[config.mk]
export PLATFORM = sky130hd
export DESIGN_NAME = instr_seq
export DESIGN_NICKNAME = d
export VERILOG_FILES = /design/src/rtl/instr_seq.sv
export SDC_FILE = /design/constraint.sdc
export NUM_CORES = 1
export LEC_CHECK = 0
export ABC_AREA = 0
export CAP_MARGIN = 20
export CORE_MARGIN = 1
export CORE_UTILIZATION = 34
export DETAILED_ROUTE_END_ITERATION = 7
export PLACE_DENSITY_LB_ADDON = 0.12
export SYNTH_ARGS = -nofsm -noshare
export SYNTH_HDL_FRONTEND = slang
export SYNTH_SLANG_ARGS = --single-unit
[constraint.sdc]
create_clock -name clk -period 1.74 [get_ports clk]
set_input_delay 0.174 -clock clk [delete_from_list [all_inputs] [get_ports clk]]
set_output_delay 0.174 -clock clk [all_outputs]
set_load 0.02 [all_outputs]
[src/rtl/instr_seq.sv]
// Multi-cycle fetch/decode/execute control sequencer over a shared instruction/data bus.
// Optional retired-instruction counter enabled by defining INSTR_SEQ_PERF_EN.
module instr_seq #(
  parameter logic [31:0] RESET_IR = 32'h0000_0000
) (
  input  logic        clk,
  input  logic        rst,
  output logic        bus_req,
  output logic        bus_we,
  output logic        bus_is_data,
  input  logic        bus_ack,
  input  logic [31:0] bus_rdata,
  output logic [31:0] ir,
  input  logic        cond_true,
  output logic        alu_src_imm,
  output logic        pc_we,
  output logic [1:0]  pc_sel,
  output logic        rf_we,
  output logic [1:0]  wb_sel,
  output logic        retire,
  output logic        illegal,
  output logic [31:0] instret
);

  localparam logic [6:0] OP_NOP    = 7'b0000000;
  localparam logic [6:0] OP_ARITH  = 7'b0110011;
  localparam logic [6:0] OP_ARITHI = 7'b0010011;
  localparam logic [6:0] OP_LDUI   = 7'b0110111;
  localparam logic [6:0] OP_LDUIPC = 7'b0010111;
  localparam logic [6:0] OP_JAL    = 7'b1101111;
  localparam logic [6:0] OP_JALR   = 7'b1100111;
  localparam logic [6:0] OP_BR     = 7'b1100011;
  localparam logic [6:0] OP_BRR    = 7'b1101011;
  localparam logic [6:0] OP_LD     = 7'b0000011;
  localparam logic [6:0] OP_ST     = 7'b0100011;

  localparam logic [1:0] PC_SEQ = 2'b00;
  localparam logic [1:0] PC_REL = 2'b01;
  localparam logic [1:0] PC_REG = 2'b10;

  localparam logic [1:0] WB_ALU = 2'b00;
  localparam logic [1:0] WB_BUS = 2'b01;
  localparam logic [1:0] WB_PC4 = 2'b10;
  localparam logic [1:0] WB_UPI = 2'b11;

  typedef enum logic [2:0] {
    S_IDLE   = 3'd0,
    S_FETCH  = 3'd1,
    S_DECODE = 3'd2,
    S_EXEC   = 3'd3,
    S_MEM    = 3'd4,
    S_TRAP   = 3'd5
  } state_e;

  state_e      state_q, state_d;
  logic [31:0] ir_q, ir_d;
  logic        illegal_q, illegal_d;

  logic [6:0]  opcode;
  logic [2:0]  funct3;
  logic        cls_legal;
  logic        cls_mem;

  assign opcode  = ir_q[6:0];
  assign funct3  = ir_q[14:12];
  assign ir      = ir_q;
  assign illegal = illegal_q;

  // Instruction class: legal/illegal, and whether it needs a bus data phase
  always_comb begin
    cls_legal = 1'b0;
    cls_mem   = 1'b0;
    case (opcode)
      OP_NOP, OP_ARITH, OP_ARITHI, OP_LDUI, OP_LDUIPC,
      OP_JAL, OP_JALR, OP_BR, OP_BRR: cls_legal = 1'b1;
      OP_LD: begin
        cls_mem = 1'b1;
        case (funct3)
          3'b000, 3'b001, 3'b010, 3'b100, 3'b101: cls_legal = 1'b1;
          default:                                cls_legal = 1'b0;
        endcase
      end
      OP_ST: begin
        cls_mem = 1'b1;
        case (funct3)
          3'b000, 3'b001, 3'b010: cls_legal = 1'b1;
          default:                cls_legal = 1'b0;
        endcase
      end
      default: cls_legal = 1'b0;
    endcase
  end

  always_ff @(posedge clk or posedge rst) begin
    if (rst) begin
      state_q   <= S_IDLE;
      ir_q      <= RESET_IR;
      illegal_q <= 1'b0;
    end else begin
      state_q   <= state_d;
      ir_q      <= ir_d;
      illegal_q <= illegal_d;
    end
  end

  // Next state and per-phase control decode
  always_comb begin
    state_d     = state_q;
    ir_d        = ir_q;
    illegal_d   = illegal_q;
    bus_req     = 1'b0;
    bus_we      = 1'b0;
    bus_is_data = 1'b0;
    alu_src_imm = 1'b0;
    pc_we       = 1'b0;
    pc_sel      = PC_SEQ;
    rf_we       = 1'b0;
    wb_sel      = WB_ALU;
    retire      = 1'b0;

    case (state_q)
      S_IDLE: state_d = S_FETCH;

      S_FETCH: begin
        bus_req = 1'b1;
        if (bus_ack) begin
          ir_d    = bus_rdata;
          state_d = S_DECODE;
        end
      end

      S_DECODE: begin
        if (!cls_legal)   state_d = S_TRAP;
        else if (cls_mem) state_d = S_MEM;
        else              state_d = S_EXEC;
      end

      S_EXEC: begin
        pc_we   = 1'b1;
        retire  = 1'b1;
        state_d = S_FETCH;
        case (opcode)
          OP_ARITH:  rf_we = 1'b1;
          OP_ARITHI: begin rf_we = 1'b1; alu_src_imm = 1'b1; end
          OP_LDUI:   begin rf_we = 1'b1; wb_sel = WB_UPI; end
          OP_LDUIPC: begin rf_we = 1'b1; alu_src_imm = 1'b1; end
          OP_JAL:    begin rf_we = 1'b1; wb_sel = WB_PC4; pc_sel = PC_REL; end
          OP_JALR: begin
            rf_we       = 1'b1;
            wb_sel      = WB_PC4;
            alu_src_imm = 1'b1;
            pc_sel      = PC_REG;
          end
          OP_BR:     pc_sel = cond_true ? PC_REL : PC_SEQ;
          OP_BRR: begin
            alu_src_imm = 1'b1;
            pc_sel      = cond_true ? PC_REG : PC_SEQ;
          end
          default:   pc_sel = PC_SEQ;
        endcase
      end

      // Address/direction held stable until the bus completes the transfer
      S_MEM: begin
        bus_req     = 1'b1;
        bus_is_data = 1'b1;
        bus_we      = (opcode == OP_ST);
        alu_src_imm = 1'b1;
        if (bus_ack) begin
          pc_we   = 1'b1;
          retire  = 1'b1;
          state_d = S_FETCH;
          if (opcode == OP_LD) begin
            rf_we  = 1'b1;
            wb_sel = WB_BUS;
          end
        end
      end

      S_TRAP: illegal_d = 1'b1;

      default: state_d = S_IDLE;
    endcase
  end

`ifdef INSTR_SEQ_PERF_EN
  logic [31:0] instret_q;

  always_ff @(posedge clk or posedge rst) begin
    if (rst)         instret_q <= 32'd0;
    else if (retire) instret_q <= instret_q + 32'd1;
  end

  assign instret = instret_q;
`else
  assign instret = 32'd0;
`endif

endmodule

# After elaboration in Yosys (flattened, before gate mapping)
# Index checks and enable logic that the tools add are counted.
# totals
register_bits,36
inputBits,36
out_inout_bits,76
elab_cells,67
# classes
n_eq_ne,21
mux,28
bitwise,1
n_reduce_logical,14
# op_table
op,count
7-bit equality test (second input constant),4
7-bit by 6-bit equality test with 1-bit output (second input constant),3
3-bit case mux with 5 select lines,1
7-bit by 5-bit equality test with 1-bit output (second input constant),2
1-bit two-way mux,14
3-bit equality test (second input constant),4
3-bit two-way mux,4
3-bit by 2-bit equality test with 1-bit output (second input constant),3
9-bit OR reduction,1
2-bit case mux with 2 select lines,2
2-bit case mux with 4 select lines,1
2-bit OR reduction,4
7-bit by 2-bit equality test with 1-bit output (second input constant),1
7-bit logical NOT,1
3-bit by 1-bit equality test with 1-bit output (second input constant),2
3-bit logical NOT,2
1-bit case mux with 2 select lines,3
6-bit OR reduction,1
5-bit OR reduction,1
2-bit two-way mux,2
2-bit != test (second input constant),2
4-bit OR reduction,1
1-bit case mux with 3 select lines,1
3-bit AND reduction,1
other kinds (3),3

# Depth between registers and ports, before layout
# Gate-level depths: netlist of the first run.
# logic_depth
depth_word,6
depth_mapped,6
mapped_depth_nobuf,3

# Least setup slack after synthesis of the first run
# No wires, ideal clock.
# synth_timing
path_type,register -> output
start,"register ir_q[3], in the netlist ir[3]"
end,output rf_we
arrival_ps,1745
required_ps,1566
setup_slack_ps,-179
stages_incl_launch_ff,5
n_path_buf,1
path_cell_list,dfrtp_1 -> buf_6 -> or4_4 -> or4_4 -> o21ai_2
# synth_via
elab_chain_len,4
word_cells_on_any_way,12
classes_between,eq/ne: 7; mux: 4; reduce/logical: 1
# synth_rtl
item,line_no,source
start: declaration,56,"logic [31:0] ir_q, ir_d;"
start signal: assignment,101,ir_q <= ir_d;
"7-bit equality test, or another cell as far along",142,case (opcode)
6-bit OR reduction (no source line) or 1-bit two-way mux (tied branches),-,
"1-bit two-way mux, on equally long branches","142, 169",
1-bit case mux with 2 select lines (*),121,case (state_q)
end: declaration,18,"output logic rf_we,"
# Mark *: on every way between the ends. The rest lies on a longest branch, timed or not.

# Worst setup path in the final report of the first run
# layout_timing
start,"register ir_q[2], in the netlist ir[2]"
end,output rf_we
# Same word-level chain as after synthesis.

==> flow_summary.toml, run 1 <==
[outcome]
status = "finished, violations left"
violations = "negative setup slack"

[worst_setup_path]
reg2reg_depth = 4
path_max_fanout = 2
crit_required_ns = 1.57
crit_path_end_kind = "output pin"
critPathArrivalTime_ns = 1.90
worstSetupStartpoint = "ir[2]$_DFFE_PP0P_"
r2r_setup_slack_ns = 0.06
r2r-start = "state_q[2]$_DFFE_PP0P_"
start_kind = "flop"
crit_type = "flop to output pin"
r2r_end = "ir[2]$_DFFE_PP0P_"

[cts]
worstSkewPairLatency_ns = 0.28
ctsHoldBuffers = 0
h-tree-depth = 2
cts.root.buffer_cell = "clkbuf_8"
clkSinkCount = 36
clk_pin_slew_ns = 0.06
cts_tree = "yes"
numCtsBuffers = 5
cts_buffer_depth = 2

[synth]
yosys_register_bits = 36
seq_area_frac_synth_pct = 46.97
synth_top_area_share_pct = 46.97
syn_area_um2 = 1918
ys_warn_count = 0
synth_top_cell_by_area = "dfrtp_1"
synth_edf_count = 0
syn_inst = 166
ys_top_cells_by_area = "dfrtp_1, mux2_1, buf_4, nand2_1, nor3b_1"
synth_common_cells = "buf_4, dfrtp_1, mux2_1"
synthArstFlopShare_pct = 100.0
synth_cell_type_count = 37
postSynthAreaPerCell_um2 = 11.55
synth_ff_type = "dfrtp_1"

[floorplan]
placementRows = 26
io_pins = 112
die-area_um2 = 5946
fp.coreArea_um2 = 5270
die_h_um = 77.11
fp.dieW_um = 77.11
start_util_pct = 36.40

[timing]
setup_viol = 4
fin_setup_tns_ns = -0.8300
drv_slew = 0
hold_slack_ns = 0.2029
hold_viol = 0
min_period_over_period_pct = 119.0
fin_skew_ns = 0.007321
fmax_mhz = 483.0
rsz0062_at_grt = "true"
finalCriticalPeriod_ns = 2.071
layout_setup_ws_ns = -0.3305

[power_and_ir_drop]
max-vdd-ir-drop_mv = 0.9205
power.density_nw_per_um2 = 1736
leakage_uw = 0.001316

[global_route]
grt_pass1_wl_mm = 6.672
first_global_vias = 1447
antenna_found_initial = 0
grt.overflow.total = 0
grt_max_degree = 34
grt_use_total_pct = 14.39

[drt]
first_iter_violations = 30
viasPerCell = 4.360
first_pass_iters = 2
vias = 1491
drc_errors = 0
ant_nets = 0
wirelength_mm = 4.164
wl_per_cell_um = 12.18

[placement]
gp_congestion = 0.7153
portBuffers = 79
placed_cells = 332
place_hpwl_mm = 3.101
postPlaceCellArea_um2 = 2846

[cells_and_area]
diodes = 0
finalNonFillerCells = 342
final_layout_size_suffix_gt1_share_pct = 20.59
fin_nets = 307
area.growth.synth_to_final_pct = 55.58
fin_area_um2 = 2984

[min_path]
hp-class = "input port to asynchronous set/reset pin"

[run]
cap_viol_max_count = 0
==> area by class of cell <==
| type | count | area, um^2 |
|---|---|---|
| clock buffers | 8 | 90.09 |
| fillers | 487 | 2286 |
| inverters | 1 | 3.754 |
| multi-input cells | 119 | 883.3 |
| flip-flops and latches | 36 | 902.1 |
| well taps | 70 | 87.58 |
| repair buffers | 108 | 1017 |
==> stage by stage <==
step | power [uW] | utilization, % | worst slack (ns)
finish | 5179 | 56.62 | -0.3305
global route | 5519 | 56.62 | -0.3933
CTS | 5245 | 56.15 | -0.3519
detailed placement | 4579 | 54.01 | -0.5075
global placement | 4569 | 54.01 | -0.4988
floorplan | 3145 | - | -0.1556
==> cells by family after synthesis <==
family / Yosys count / synth area share [%]
XOR/XNOR: 1 / 0.4567
AO/OA/AOI/OAI: 17 / 6.067
multiplexers: 32 / 18.79
buffers and inverters: 42 / 15.72
other: 1 / 0.1955
flip-flops: 36 / 46.97
AND/OR/NAND/NOR: 37 / 11.81
==> worst max path at each step <==
stage	end	slack (ns)
2_1_floorplan	rf_we	-0.16
3_3_place_gp	wb_sel[0]	-0.50
3_5_place_dp	wb_sel[0]	-0.51
4_1_cts	rf_we	-0.35
5_1_grt	wb_sel[0]	-0.39
6_report	rf_we	-0.33
==> critical path: stages, from the launching register on <==
cell     delay [ns]
dfrtp_1        0.37
or4_4          0.53
or4_4          0.51
o21ai_2        0.08
buf_6          0.13
==> cells in the final DEF, fill, tap and decap left out, drive strengths merged, types with 4 or more instances in the layout <==
cell type	n
mux2	32
buf	36
nand2	8
clkbuf	8
dfrtp	36
clkdlybuf4s50	68
nor2b	4
o21ai	5
dlygate4sd2	4
a21oi	4
nor2	6
nor3b	4
conb	32
==> layer usage <==
layer	global-route usage (%)	wire length [um]	vias to the layer above	share of wire, %
met2	22.86	1887	71	45
li1	-	-	719	-
met1	16.89	1774	696	43
met5	0	0	-	0
met3	7.262	455	5	11
met4	4.528	46	0	1.1
==> repair_timing <==
item / in CTS / in global routing
resized for setup: 48 / 7
cloned: 0 / 0
hold endpoints to repair: 0 / 0
setup endpoints to repair: 11 / 7
pin swaps: 1 / 2
buffers inserted: 2 / 0
==> report_power, final <==
group,switching (uW),internal (uW),leakage (uW)
Combinational,1490,1590,0.000851
Sequential,242,1260,0.000420
Clock,271,323,0.0000455
Total,2010,3170,0.00132
==> flip-flops by register name, summed over array words and instances (netlist names) <==
| register | count |
|---|---|
| illegal | 1 |
| ir | 32 |
| state_q | 3 |
Note: power is estimated with default switching activity, not from simulation.
==> run 2: changes to the inputs <==
- RECOVER_POWER: not set -> 25
==> flow_summary.toml, run 2 (synthesized netlist as in run 1, its figures left out) <==
[drt]
met1Wirelength_mm = 1.772
first_iter_violations = 30
first_pass_iters = 2
topRoutingLayerUsed = "met4"
wl_per_cell_um = 12.17
drc_errors = 0
vias = 1492
met3WireLength_um = 457
wl_met2_mm = 1.885
viasPerCell = 4.363
wirelength_mm = 4.162
ant_nets = 0

[global_route]
grt.overflow.total = 0
grt_max_degree = 34
grt_pass1_wl_mm = 6.672
grt_use_total_pct = 14.39
first_global_vias = 1447
antenna_found_initial = 0

[cts]
cts_tree = "yes"
ctsHoldBuffers = 0
cts.root.buffer_cell = "clkbuf_8"
h-tree-depth = 2
clkSinkCount = 36
cts_buffer_depth = 2
worstSkewPairLatency_ns = 0.28
clk_pin_slew_ns = 0.07
numCtsBuffers = 5

[timing]
setup_viol = 4
fin_skew_ns = 0.007321
fmax_mhz = 483.0
min_period_over_period_pct = 119.0
slew_headroom_pct = 58.27
drv_slew = 0
finalCriticalPeriod_ns = 2.071
hold_viol = 0
rsz0062_at_grt = "true"
layout_setup_ws_ns = -0.3305
worst_pin_slew_ns = 0.6259
fin_setup_tns_ns = -0.8300

[cells_and_area]
final_common_cell = "clkdlybuf4s50_1"
finalNonFillerCells = 342
final_layout_size_suffix_gt1_share_pct = 20.22
diodes = 0
area.growth.synth_to_final_pct = 55.25
n_fill_cell = 490
fin_nets = 307
layout_common_cells = "clkdlybuf4s50_1, dfrtp_1, mux2_1, conb_1, buf_4"
largest_reg_flops = 32

[floorplan]
die_h_um = 77.11
io_pins = 112
die-area_um2 = 5946
fp.coreArea_um2 = 5270
placementRows = 26
fp.dieW_um = 77.11
start_util_pct = 36.40

[worst_setup_path]
critPathArrivalTime_ns = 1.90
crit_type = "flop to output pin"
start_kind = "flop"
crit_path_end_kind = "output pin"
path_max_fanout = 2
crit_required_ns = 1.57

[run]
cap_viol_max_count = 0

[placement]
gp_congestion = 0.7153
portBuffers = 79
placed_cells = 332
place_hpwl_mm = 3.101

[outcome]
violations = "negative setup slack"
status = "finished, violations left"

[power_and_ir_drop]
finalPower_uw = 5177
max-vdd-ir-drop_mv = 0.9205
power.density_nw_per_um2 = 1738
leakage_uw = 0.001312

[min_path]
hp-class = "flop to flop"
-- run 2: cell type report --
cell class | count | area, um^2 | area share, %
Sequential cell | 36 | 902.1 | 30.29
Multi-Input combinational cell | 119 | 883.3 | 29.66
Tap cell | 70 | 87.58 | 2.941
Clock buffer | 8 | 90.09 | 3.025
Timing Repair Buffer | 108 | 1011 | 33.95
Inverter | 1 | 3.754 | 0.1261
-- run 2: per-stage QoR --
stage / hold WS, ns / instance area, um^2 / setup WS (ns) / utilization (%)
floorplan: 0.3086 / 2036 / -0.1556 / -
global placement: 0.4657 / 2846 / -0.4988 / 54.01
detailed placement: 0.4589 / 2846 / -0.5075 / 54.01
CTS: 0.1949 / 2959 / -0.3519 / 56.15
global route: 0.4801 / 2978 / -0.3933 / 56.51
finish: 0.4675 / 2978 / -0.3305 / 56.51
-- run 2: where the power goes --
part | leakage, uW | internal [uW] | switching [uW]
logic | 0.000847 | 1580 | 1490
registers | 0.000420 | 1260 | 242
clock network | 0.0000455 | 323 | 271
-- run 2: path summary, 6_finish.rpt --
kind | to | depth (start not counted) | start | slack, ns
min in group asynchronous | ir[22]$_DFFE_PP0P_ | 3 | rst | 0.49
setup reg to reg | ir[2]$_DFFE_PP0P_ | 4 | state_q[2]$_DFFE_PP0P_ | 0.06
setup / recovery | rf_we | 4 | ir[2]$_DFFE_PP0P_ | -0.33
hold reg to reg | illegal$_DFFE_PP0N_ | 1 | illegal$_DFFE_PP0N_ | 0.47
max in group asynchronous | ir[3]$_DFFE_PP0P_ | 3 | rst | 0.80
hold / removal | illegal$_DFFE_PP0N_ | 1 | illegal$_DFFE_PP0N_ | 0.47
-- run 2: worst max-delay path, stage by stage (launching register included) --
cell	delay (ns)
dfrtp_1	0.37
or4_4	0.53
or4_4	0.51
o21ai_2	0.08
buf_6	0.13
-- run 2: what timing repair did --
action                                  CTS  global route
setup buffers                             2             0
endpoints found under the setup margin   11             7
resized for setup                        48             7
pin swaps                                 1             2
-- run 2: layer usage --
| layer | up-vias | GRT usage, % |
|---|---|---|
| met1 | 696 | 16.89 |
| met5 | - | 0 |
| met2 | 71 | 22.86 |
| met4 | 0 | 4.528 |
| li1 | 720 | - |
| met3 | 5 | 7.262 |
